[src/rtl/param_sync_fifo.sv]
// param_sync_fifo: single-clock FIFO with configurable width and depth, plus a
// choice of registered or first-word-fall-through (FWFT) read mode.
//
// Ports:
//   clk, rst_        clock; asynchronous active-low reset
//   flush            synchronous clear of pointers, count and error flags
//   w_en, wr_data    write request and data
//   r_en             read request (pop)
//   rd_data,rd_valid read data and its qualifier
//   full, empty, almost_full, almost_empty   occupancy flags (from registered state)
//   count            occupancy, 0..DEPTH
//   overflow, underflow  sticky error flags, cleared by flush or reset
module param_sync_fifo #(
    parameter int DATA_WIDTH    = 8,
    parameter int DEPTH         = 16,
    parameter int AFULL_THRESH  = 14,
    parameter int AEMPTY_THRESH = 2,
    parameter int FWFT          = 0
) (
    input  logic                    clk,
    input  logic                    rst_,
    input  logic                    flush,
    input  logic                    w_en,
    input  logic [DATA_WIDTH-1:0]   wr_data,
    input  logic                    r_en,
    output logic [DATA_WIDTH-1:0]   rd_data,
    output logic                    rd_valid,
    output logic                    full,
    output logic                    empty,
    output logic                    almost_full,
    output logic                    almost_empty,
    output logic [$clog2(DEPTH):0]  count,
    output logic                    overflow,
    output logic                    underflow
);
    localparam int AW = $clog2(DEPTH);
    localparam int PW = AW + 1;
    localparam logic [PW-1:0] AF_T = PW'(AFULL_THRESH);
    localparam logic [PW-1:0] AE_T = PW'(AEMPTY_THRESH);

    if (DEPTH < 2 || (DEPTH & (DEPTH - 1)) != 0 ||
        AFULL_THRESH < 1 || AFULL_THRESH > DEPTH ||
        AEMPTY_THRESH < 0 || AEMPTY_THRESH >= DEPTH) begin : g_bad_params
        $error("param_sync_fifo: illegal DEPTH/AFULL_THRESH/AEMPTY_THRESH");
    end

    // Pointers carry one extra wrap bit so all DEPTH entries are usable.
    logic [PW-1:0]         head, tail, cnt;
    logic [DATA_WIDTH-1:0] mem [DEPTH];
    logic                  ovf, udf;
    logic                  wr_acc, rd_acc;

    assign full         = (head[AW-1:0] == tail[AW-1:0]) && (head[AW] != tail[AW]);
    assign empty        = (head == tail);
    assign count        = cnt;
    assign almost_full  = (cnt >= AF_T);
    assign almost_empty = (cnt <= AE_T);
    assign overflow     = ovf;
    assign underflow    = udf;

    // Acceptance uses start-of-cycle flags only, so a pop never frees room
    // for a same-cycle push into a full FIFO (and vice versa when empty).
    assign wr_acc = w_en && !full  && !flush;
    assign rd_acc = r_en && !empty && !flush;

    always_ff @(posedge clk or negedge rst_) begin
        if (!rst_) begin
            head <= '0;
            tail <= '0;
            cnt  <= '0;
            ovf  <= 1'b0;
            udf  <= 1'b0;
        end else if (flush) begin
            head <= '0;
            tail <= '0;
            cnt  <= '0;
            ovf  <= 1'b0;
            udf  <= 1'b0;
        end else begin
            if (wr_acc) tail <= tail + PW'(1);
            if (rd_acc) head <= head + PW'(1);
            if (wr_acc && !rd_acc)      cnt <= cnt + PW'(1);
            else if (rd_acc && !wr_acc) cnt <= cnt - PW'(1);
            if (w_en && full)  ovf <= 1'b1;
            if (r_en && empty) udf <= 1'b1;
        end
    end

    // Storage is not reset; pointers define what is valid.
    always_ff @(posedge clk) begin
        if (wr_acc) mem[tail[AW-1:0]] <= wr_data;
    end

    if (FWFT != 0) begin : g_fwft
        // Head entry is always on the output; zeroed when nothing is valid.
        assign rd_data  = empty ? '0 : mem[head[AW-1:0]];
        assign rd_valid = !empty;
    end else begin : g_reg_read
        logic [DATA_WIDTH-1:0] rd_q;
        logic                  rv_q;

        // rd_acc is already low during flush, which clears rv_q.
        always_ff @(posedge clk or negedge rst_) begin
            if (!rst_) begin
                rd_q <= '0;
                rv_q <= 1'b0;
            end else begin
                rv_q <= rd_acc;
                if (rd_acc) rd_q <= mem[head[AW-1:0]];
            end
        end

        assign rd_data  = rd_q;
        assign rd_valid = rv_q;
    end

endmodule

[config.mk]
export PLATFORM = sky130hd
export DESIGN_NAME = param_sync_fifo
export DESIGN_NICKNAME = d
export VERILOG_FILES = /design/src/rtl/param_sync_fifo.sv
export SDC_FILE = /design/constraint.sdc
export NUM_CORES = 1
export LEC_CHECK = 0
export CORE_MARGIN = 4
export CORE_UTILIZATION = 40
export DETAILED_ROUTE_END_ITERATION = 7
export DONT_BUFFER_PORTS = 1
export PLACE_DENSITY = 0.54
export SYNTH_ARGS = -nofsm -noshare
export SYNTH_HDL_FRONTEND = slang
export SYNTH_SLANG_ARGS = --single-unit
[constraint.sdc]
create_clock -name clk -period 3.2 [get_ports clk]
set_clock_uncertainty 0.2 [all_clocks]
set_input_delay 0.32 -clock clk [delete_from_list [all_inputs] [get_ports clk]]
set_output_delay 0.32 -clock clk [all_outputs]
set_load 0.02 [all_outputs]
==> flow_summary.json, run 1 <==
{
  "status": "complete, no violations",
  "hpwl_um": 8150,
  "tightest_slew_ps": 747,
  "yosysTopAreaCellShare": 0.586,
  "synthCells": 340,
  "synth_fa_ha_area_frac": 0.0202,
  "crit_start": "tail[1]",
  "core_um2": 15900,
  "clock.fmax_mhz": 329,
  "synth_cell_type_count": 45,
  "grt_antenna_before_repair": 1,
  "r2r_start": "tail[1]",
  "drive_gt1_frac": 0.233,
  "row_count": 46,
  "synth-xor-area-share": 0.0200,
  "grt_pass1_wl_um": 20100,
  "gp_congestion": 0.769,
  "finish.utilization": 0.476,
  "die_h_um": 136,
  "yosysMostFrequentCell": "edfxtp_1",
  "slew_headroom": 0.500,
  "syn-num-nets": 363,
  "cp-start-kind": "flop",
  "drt_first_pass_iters": 5,
  "root_buffer": "clkbuf_16",
  "crit_family": "multiplexers",
  "synth-seq-cells": 154,
  "seq_area_frac_synth": 0.686,
  "setup_viol": 0,
  "fin_setup_tns_ps": 0,
  "hold_violations": 0,
  "path_class": "flop to flop",
  "tritoncts": "done",
  "post-route-min-period_ps": 3040,
  "async_flop_share": 0.169,
  "routed_wl_um": 12800,
  "cp.arrival_ps": 3130,
  "crit_top_cell": "mux2_2",
  "path_buf_inv": 0,
  "grt_pass1_vias": 3318,
  "grt_max_degree": 36,
  "htree_levels": 4,
  "numCtsBuffers": 17,
  "cp_slowest_stage_delay_ps": 420,
  "yosys-top-cells-count": "edfxtp_1, dfrtp_1, nor2_1, mux4_2, mux4_1",
  "clockBufferDepth": 2,
  "synth_top_family_by_area": "multiplexers",
  "nFillCells": 1349,
  "muxShareOfSynthArea": 0.182,
  "synth_compound_area_frac": 0.0221,
  "min_path_type": "input port to flop",
  "cp.depth": 9,
  "cts.sinks": 154,
  "via_per_inst": 5.16,
  "ys.flop_type": "edfxtp_1",
  "clock_latency_ps": 420,
  "crit_path_top_delay_cell": "mux2_2",
  "antenna_left": 0,
  "layout.nets": 400,
  "area_growth_syn_to_layout_pct": 15.7,
  "postCtsSetupRepairBufs": 0,
  "worstPathRequired_ps": 3290,
  "synthesis.area_um2": 6550,
  "floorplan.initialDensity": 0.411,
  "io_buffer_count": 0,
  "total_leakage_power_uw": 0.00260,
  "synth-simple-area-share": 0.0466,
  "fin_crit_sh": 0.951,
  "powerDensity_nw_per_um2": 688,
  "grt_usage": 0.152,
  "synth.avg_cell_area_um2": 19.3,
  "crit_end": "count[4]",
  "num_io_pins": 33,
  "rsz0062_at_grt": "no",
  "vdd_drop_max_mv": 0.390,
  "yosysWarnings": 0,
  "num_vias": 3135,
  "dieArea_um2": 18500,
  "wl_per_cell_um": 21.1,
  "end_kind": "flop",
  "synthTopCellsByArea": "edfxtp_1, dfrtp_1, mux4_1, mux4_2, mux2_4",
  "fp.dieW_um": 136,
  "synth_top_area_cell": "edfxtp_1",
  "rr_endpoint": "count[4]",
  "max_cap_violations": 0,
  "drt-initial-drc-count": 191,
  "clk_pin_slew_ps": 60,
  "rr_worst_depth": 9,
  "grt_remaining_overflow": 0,
  "ff2ff_setup_slack_ps": 160,
  "crit_fanout": 6,
  "synth_edf_count": 128,
  "crit_chain": "xnor2_1 > nand4_1 > mux2_2 > fa_1 > a21o_1 > a2111oi_1 > mux2_2 > a221o_1 > mux2_1",
  "drcViolationCount": 0,
  "slew_violations": 0
}
## per-layer routing
metal  GRT usage  vias to the layer above  part of all wire
li1            -                     1437                 -
met1       0.218                     1638              0.49
met2       0.224                       50              0.46
met3      0.0403                       10             0.038
met4      0.0571                        0             0.011
met5           0                        -                 0
## power by group
| part | switching, uW | internal [uW] | total (uW) | leakage (uW) |
|---|---|---|---|---|
| Clock | 745 | 1140 | 1890 | 0.000269 |
| Sequential | 192 | 2270 | 2470 | 0.00149 |
| Combinational | 407 | 458 | 864 | 0.000844 |
## sequential cells by signal, summed over array words and instances (netlist names)
signal / flops
overflow: 1
mem: 128
count: 5
underflow: 1
tail: 5
head: 5
rd_valid: 1
rd_data: 8
## worst min-delay path by stage
stage,from,to,slack (ps),cells past startpoint
floorplan,rst_,count[0],-180,0
detailed placement,rst_,rd_data[3],-170,0
global placement,rst_,rd_data[6],-170,0
global route,r_en,head[4],10,3
finish,r_en,head[2],3,3
CTS,r_en,head[2],4,3
## through the flow
step                instance area (um^2)  worst slack, ps  power, uW  cells  hold slack [ps]
floorplan                           6550              126       3170    340             -176
global placement                    6890              211       3320    561             -175
detailed placement                  6890              179       3340    561             -175
CTS                                 7580              144       5280    606             3.68
global route                        7580             13.2       5470    607             14.7
finish                              7580              156       5220    607             3.06
## final cells by class
type | count | area [um^2] | share of cell area
Timing Repair Buffer | 36 | 313 | 0.0413
Clock buffer | 23 | 448 | 0.0591
Sequential cell | 154 | 4500 | 0.593
Multi-Input combinational cell | 162 | 1930 | 0.254
Clock inverter | 9 | 105 | 0.0139
Inverter | 6 | 22.5 | 0.00297
Antenna cell | 1 | 2.50 | 0.000330
Tap cell | 216 | 270 | 0.0356
## layout by cell type (no fill, tap or decap), types with 7 or more instances in the layout
cell,synthesis,final
buf_4,2,23
nor2_1,22,22
and2_1,11,11
nand2_1,7,7
mux4_2,21,21
clkbuf_16,0,17
ha_1,9,9
edfxtp_1,128,128
mux4_1,19,19
dlygate4sd3_1,0,12
xnor2_1,8,8
xor2_1,7,7
mux2_4,8,8
dfrtp_1,26,25
## worst min-delay path: stages
cell      delay [ps]
o211ai_1          80
xor2_1            80
nor2_1           100
## what timing repair did
item | 4_1_cts | 5_1_grt
hold buffers | 13 | 0
resized for setup | 0 | 1
hold endpoints to repair | 172 | 0
endpoints found under the setup margin | 0 | 1
## kinds of logic (layout without fill, tap and decap cells)
logic type               Yosys count  count (layout)
flip-flops                       154             154
AND/OR/NAND/NOR                   59              59
buffers and inverters             24              74
adder cells (fa/ha/maj)           10              10
XOR/XNOR                          15              15
other                              0               1
multiplexers                      57              57
AO/OA/AOI/OAI                     21              21
(Power assumes the default switching activity.)
==> run 2, diff against run 1 <==
--- a/config.mk
+++ b/config.mk
@@ -5,11 +5,13 @@
 export SDC_FILE = /design/constraint.sdc
 export NUM_CORES = 1
 export LEC_CHECK = 0
+export ABC_AREA = 1
 export CORE_MARGIN = 4
 export CORE_UTILIZATION = 40
 export DETAILED_ROUTE_END_ITERATION = 7
 export DONT_BUFFER_PORTS = 1
 export PLACE_DENSITY = 0.54
+export RECOVER_POWER = 100
 export SYNTH_ARGS = -nofsm -noshare
 export SYNTH_HDL_FRONTEND = slang
 export SYNTH_SLANG_ARGS = --single-unit
==> run 2 against run 1 <==
Compared with the run above: the flow now finishes with violations (capacitance limit, slew limit); critical path depth grew 8; worst hold slack improved by 41 ps; wire length is 23% higher; critical endpoint unchanged; largest cell class unchanged.
==> flow_summary.json, run 2 <==
{
  "clockBufferDepth": 2,
  "wl_per_cell_um": 19.4,
  "postPlaceCellArea_um2": 6820,
  "cp-start-kind": "flop",
  "synthTopCellsByArea": "edfxtp_1, dfrtp_1, nor2_1, o21ai_0, nand2_1",
  "crit_fanout": 7,
  "final-seq-area_um2": 4500,
  "path_buf_inv": 2,
  "grt_remaining_overflow": 0,
  "clock.fmax_mhz": 368,
  "cts.sinks": 154,
  "total_leakage_power_uw": 0.00267,
  "num_vias": 4310,
  "syn-num-nets": 576,
  "drcViolationCount": 0,
  "crit_top_cell": "nand2_1",
  "tritoncts": "done",
  "clk_pin_slew_ps": 60,
  "synth_cell_type_count": 31,
  "drive_gt1_frac": 0.0822,
  "htree_levels": 4,
  "root_buffer": "clkbuf_16",
  "die_h_um": 135,
  "multi_input_area_um2": 1770,
  "setup_viol": 0,
  "layout.nets": 606,
  "async_flop_share": 0.169,
  "row_count": 46,
  "hold_buffers": 14,
  "slew_headroom": -0.0634,
  "crit_family": "simple AND/OR/NAND/NOR gates",
  "largest_reg_flops": 128,
  "design_area_um2": 7470,
  "tightest_slew_ps": 1600,
  "yosys-top-cells-count": "edfxtp_1, nor2_1, nand2_1, o21ai_0, dfrtp_1",
  "synthesis.area_um2": 6490,
  "rsz0062_at_grt": "no",
  "drt_first_pass_iters": 5,
  "yosysWarnings": 0,
  "synth_top_area_cell": "edfxtp_1",
  "via_per_inst": 5.30,
  "crit_path_top_delay_cell": "dfrtp_1",
  "yosysTopAreaCellShare": 0.592,
  "mostFrequentLayoutCell": "edfxtp_1",
  "violations": "capacitance limit, slew limit",
  "powerDensity_nw_per_um2": 700,
  "path_class": "flop to flop",
  "drt-initial-drc-count": 245,
  "grt_max_degree": 68,
  "layout_common_cells": "edfxtp_1, nor2_1, nand2_1",
  "synth_edf_count": 128,
  "grt_usage": 0.181,
  "yosysMostFrequentCell": "edfxtp_1",
  "fin_setup_tns_ps": 0,
  "min_path_type": "input port to flop",
  "hold_violations": 0,
  "synthCells": 553,
  "crit_chain": "inv_1 > nand2_1 > nand2_1 > nor2_1 > nand3_1 > nand2_1 > nor2_4 > nand2_4 > ha_1 > a21oi_1 > nand3_1 > nand2_1 > inv_1 > nand3_1 > nand2_1 > nand2_1 > nand2_1",
  "synth.avg_cell_area_um2": 11.7,
  "dieArea_um2": 18300,
  "synth-seq-cells": 154,
  "grt_pass1_vias": 4225,
  "end_kind": "flop",
  "cts.repair.resized": 0,
  "floorplan.initialDensity": 0.408,
  "grt_antenna_before_repair": 1,
  "cp.arrival_ps": 2830,
  "nFillCells": 1485,
  "post-route-min-period_ps": 2710,
  "cp_slowest_stage_delay_ps": 430,
  "antenna_left": 0,
  "area_growth_syn_to_layout_pct": 15.1,
  "num_io_pins": 33,
  "fin_crit_sh": 0.848,
  "core_um2": 15900,
  "ys.flop_type": "edfxtp_1",
  "ff2ff_setup_slack_ps": 490,
  "max_cap_violations": 1,
  "worstPathRequired_ps": 3320,
  "hpwl_um": 9700,
  "slew_violations": 27,
  "vdd_drop_max_mv": 0.433,
  "status": "finished, violations left",
  "fp.dieW_um": 135,
  "seq_area_frac_synth": 0.693,
  "numCtsBuffers": 17,
  "clock_latency_ps": 420,
  "gp_congestion": 0.833,
  "grt_pass1_wl_um": 24400,
  "postCtsSetupRepairBufs": 0,
  "io_buffer_count": 0,
  "routed_wl_um": 15800
}
## run 2: cell types whose count changed after synthesis, moves of 7 or more
| cell | delta |
|---|---|
| o21ai_1 | +8 |
| nor2_1 | +76 |
| nand3_1 | +18 |
| and2_1 | -11 |
| nor3_1 | +7 |
| mux4_2 | -21 |
| mux2_4 | -8 |
| o22ai_1 | +19 |
| o21ai_0 | +64 |
| nand2_1 | +72 |
| o211ai_1 | +13 |
| mux4_1 | -19 |
| clkbuf_1 | +14 |
## run 2: path summary, 6_finish.rpt
| kind | start | endpoint | cells past startpoint |
|---|---|---|---|
| worst max-delay path | tail[0] | count[4] | 17 |
| worst min-delay path | flush | tail[4] | 3 |
| worst max register to register | tail[0] | count[4] | 17 |
| worst min register to register | head[4] | head[4] | 2 |
| max in group asynchronous | rst_ | head[0] | 2 |
| min in group asynchronous | rst_ | rd_data[0] | 2 |
## run 2: power by group
part / total, uW / internal (uW) / leakage (uW) / switching, uW
logic: 658 / 224 / 0.000879 / 434
clock network: 2120 / 1310 / 0.000302 / 805
registers: 2450 / 2260 / 0.00149 / 189
## run 2: routing by layer
| metal | GRT usage | wire length (um) | vias up |
|---|---|---|---|
| met1 | 0.241 | 7070 | 2154 |
| met5 | 0 | 0 | - |
| met2 | 0.289 | 7590 | 109 |
| met4 | 0.0526 | 238 | 0 |
| li1 | - | - | 2030 |
| met3 | 0.0531 | 886 | 17 |
## run 2: layout make-up
type / instances / share of cell area
Timing Repair Buffer: 38 / 0.0333
Clock inverter: 14 / 0.0258
Multi-Input combinational cell: 355 / 0.236
Antenna cell: 1 / 0.000335
Clock buffer: 18 / 0.0575
Tap cell: 216 / 0.0362
Sequential cell: 154 / 0.602
Inverter: 17 / 0.00854
## run 2: cells by family (layout without fill, tap and decap cells)
group           after synthesis  in the layout  synth area share
xor+xnor                      4              4           0.00540
other cells                   0              1                 0
buf+inv                      44             87            0.0287
compound gates              123            123             0.107
flops                       154            154             0.693
simple gates                218            218             0.145
fa+ha+maj                    10             10            0.0204
## run 2: metrics by stage
| stage | setup slack, ps | instances | utilization | hold slack [ps] | total power (uW) |
|---|---|---|---|---|---|
| finish | 486 | 813 | 0.470 | 44.0 | 5230 |
| global route | 222 | 813 | 0.470 | 82.7 | 5450 |
| CTS | 602 | 812 | 0.478 | 33.9 | 5300 |
| detailed placement | 632 | 766 | 0.429 | -175 | 3130 |
| global placement | 732 | 766 | 0.429 | -175 | 3110 |
| floorplan | 754 | 553 | - | -176 | 2950 |
## run 2: worst min-delay path, cell delays in order
cell and delay [ps]:
inv_1 150, nand2_1 120, nor2_1 40
==> run 3, diff against run 2 <==
--- a/config.mk
+++ b/config.mk
@@ -10,7 +10,7 @@
 export CORE_UTILIZATION = 40
 export DETAILED_ROUTE_END_ITERATION = 7
 export DONT_BUFFER_PORTS = 1
-export PLACE_DENSITY = 0.54
+export PLACE_DENSITY = 0.52
 export RECOVER_POWER = 100
 export SYNTH_ARGS = -nofsm -noshare
 export SYNTH_HDL_FRONTEND = slang
==> constraint.sdc (replaced) <==
create_clock -name clk -period 2.8 [get_ports clk]
set_clock_uncertainty 0.2 [all_clocks]
set_input_delay 0.28 -clock clk [delete_from_list [all_inputs] [get_ports clk]]
set_output_delay 0.28 -clock clk [all_outputs]
set_load 0.02 [all_outputs]
==> run 3 against run 2 <==
Compared with the run above: the flow now finishes without violations; sequential cell count stayed put; register-to-register slack got worse by 330 ps; total power grew 14%; combinational power rose by 21%; clock power up 11%; worst hold slack worse by 35 ps; die area is the same; non-clock buffer count is 7 higher; design area up 1.1%; wire length increased by 1.1%; clock-buffer cell count rose by 4; setup slack got worse by 330 ps; critical path type unchanged; critical endpoint is now mem[4][5].
==> flow_summary.json, run 3 (synthesized netlist as in run 2, its figures left out) <==
{
  "numCtsBuffers": 17,
  "layout_common_cells": "edfxtp_1, nor2_1, nand2_1",
  "drt-initial-drc-count": 356,
  "die_h_um": 135,
  "wl_met3_um": 869,
  "crit_chain": "inv_1 > nand2_1 > nand2_1 > nor2_4 > nand3_2 > nand2_4 > nor2_4 > clkbuf_1 > nand2_1 > nor2_1 > clkbuf_2",
  "powerDensity_nw_per_um2": 787,
  "largest_reg_flops": 128,
  "clk_pin_slew_ps": 60,
  "ff2ff_setup_slack_ps": 150,
  "postCtsSetupRepairBufs": 0,
  "crit_fanout": 8,
  "fp.dieW_um": 135,
  "nFillCells": 1460,
  "crit_family": "simple AND/OR/NAND/NOR gates",
  "grt_max_degree": 68,
  "max_cap_violations": 0,
  "worstPathRequired_ps": 2700,
  "dieArea_um2": 18300,
  "rsz0062_at_grt": "no",
  "grt_usage": 0.182,
  "crit_top_cell": "nand2_1",
  "crit_path_top_delay_cell": "dfrtp_1",
  "cts.repair.resized": 0,
  "diodes": 0,
  "floorplan.initialDensity": 0.408,
  "num_vias": 4335,
  "cp.arrival_ps": 2540,
  "htree_levels": 4,
  "cp.depth": 11,
  "grt_remaining_overflow": 0,
  "min_path_type": "input port to flop",
  "fin_setup_tns_ps": 0,
  "hold_violations": 0,
  "layout.nets": 613,
  "drive_gt1_frac": 0.109,
  "tightest_slew_ps": 1470,
  "drt_first_pass_iters": 5,
  "rr_worst_depth": 11,
  "hold_buffers": 14,
  "io_buffer_count": 0,
  "antenna_left": 0,
  "clockBufferDepth": 2,
  "drcViolationCount": 0,
  "row_count": 46,
  "cp_slowest_stage_delay_ps": 430,
  "via_per_inst": 5.29,
  "clock.fmax_mhz": 378,
  "grt_pass1_vias": 4214,
  "wl_per_cell_um": 19.5,
  "hpwl_um": 9950,
  "cts.sinks": 154,
  "num_io_pins": 33,
  "clock_latency_ps": 420,
  "mostFrequentLayoutCell": "edfxtp_1",
  "root_buffer": "clkbuf_16",
  "post-route-min-period_ps": 2650,
  "tritoncts": "done",
  "grt_antenna_before_repair": 0,
  "gp_congestion": 0.811,
  "setup_viol": 0,
  "finish.utilization": 0.475,
  "grt_pass1_wl_um": 24600,
  "path_class": "flop to flop",
  "met2_length_um": 7650,
  "fin_crit_sh": 0.945,
  "slew_violations": 0,
  "cp-start-kind": "flop",
  "end_kind": "flop",
  "topRoutingLayerUsed": "met4",
  "core_um2": 15900,
  "path_buf_inv": 3,
  "vdd_drop_max_mv": 0.422,
  "total_leakage_power_uw": 0.00274,
  "area_growth_syn_to_layout_pct": 16.4,
  "wl_met1_um": 7250,
  "status": "complete, no violations",
  "slew_headroom": 0.0202,
  "holdPathStages": 3,
  "routed_wl_um": 16000
}
[run 3: through the flow]
| stage | setup WS [ps] | hold WS, ps | total power [uW] | cells | area, um^2 |
|---|---|---|---|---|---|
| 2_1_floorplan | 354 | -216 | 3370 | 553 | 6490 |
| 6_report | 153 | 8.76 | 5950 | 819 | 7550 |
| 3_5_place_dp | 331 | -215 | 3590 | 773 | 6870 |
| 3_3_place_gp | 418 | -215 | 3570 | 773 | 6870 |
| 4_1_cts | 310 | 11.3 | 6010 | 819 | 7630 |
| 5_1_grt | 37.7 | 43.4 | 6190 | 819 | 7550 |
[run 3: report_power, final]
group | switching, uW | leakage, uW | internal [uW] | total, uW
Clock | 884 | 0.000300 | 1470 | 2360
Combinational | 522 | 0.000949 | 272 | 794
Sequential | 207 | 0.00149 | 2590 | 2790
[run 3: per-layer routing]
metal	GRT usage	up-vias
met5	0	-
met1	0.247	2158
met3	0.0390	14
met4	0.0521	0
li1	-	2047
met2	0.295	116
[run 3: area by class of cell]
class                      instances  area (um^2)  area share
clock buffer                      22          474      0.0628
clock inverter                    10          139      0.0184
inverter                          17         63.8     0.00845
multi-input combinational        355         1790       0.238
sequential                       154         4500       0.595
tap                              216          270      0.0358
timing repair buffer              45          315      0.0417
[run 3: path summary, 6_finish.rpt]
kind	start	endpoint
max	tail[0]	mem[4][5]
min	flush	tail[4]
max reg2reg	tail[0]	mem[4][5]
min reg2reg	head[4]	head[4]
max in group asynchronous	rst_	head[0]
min in group asynchronous	rst_	count[3]
[run 3: tightest hold or removal path: stages]
cell	delay [ps]
inv_1	160
nand2_1	120
nor2_1	30
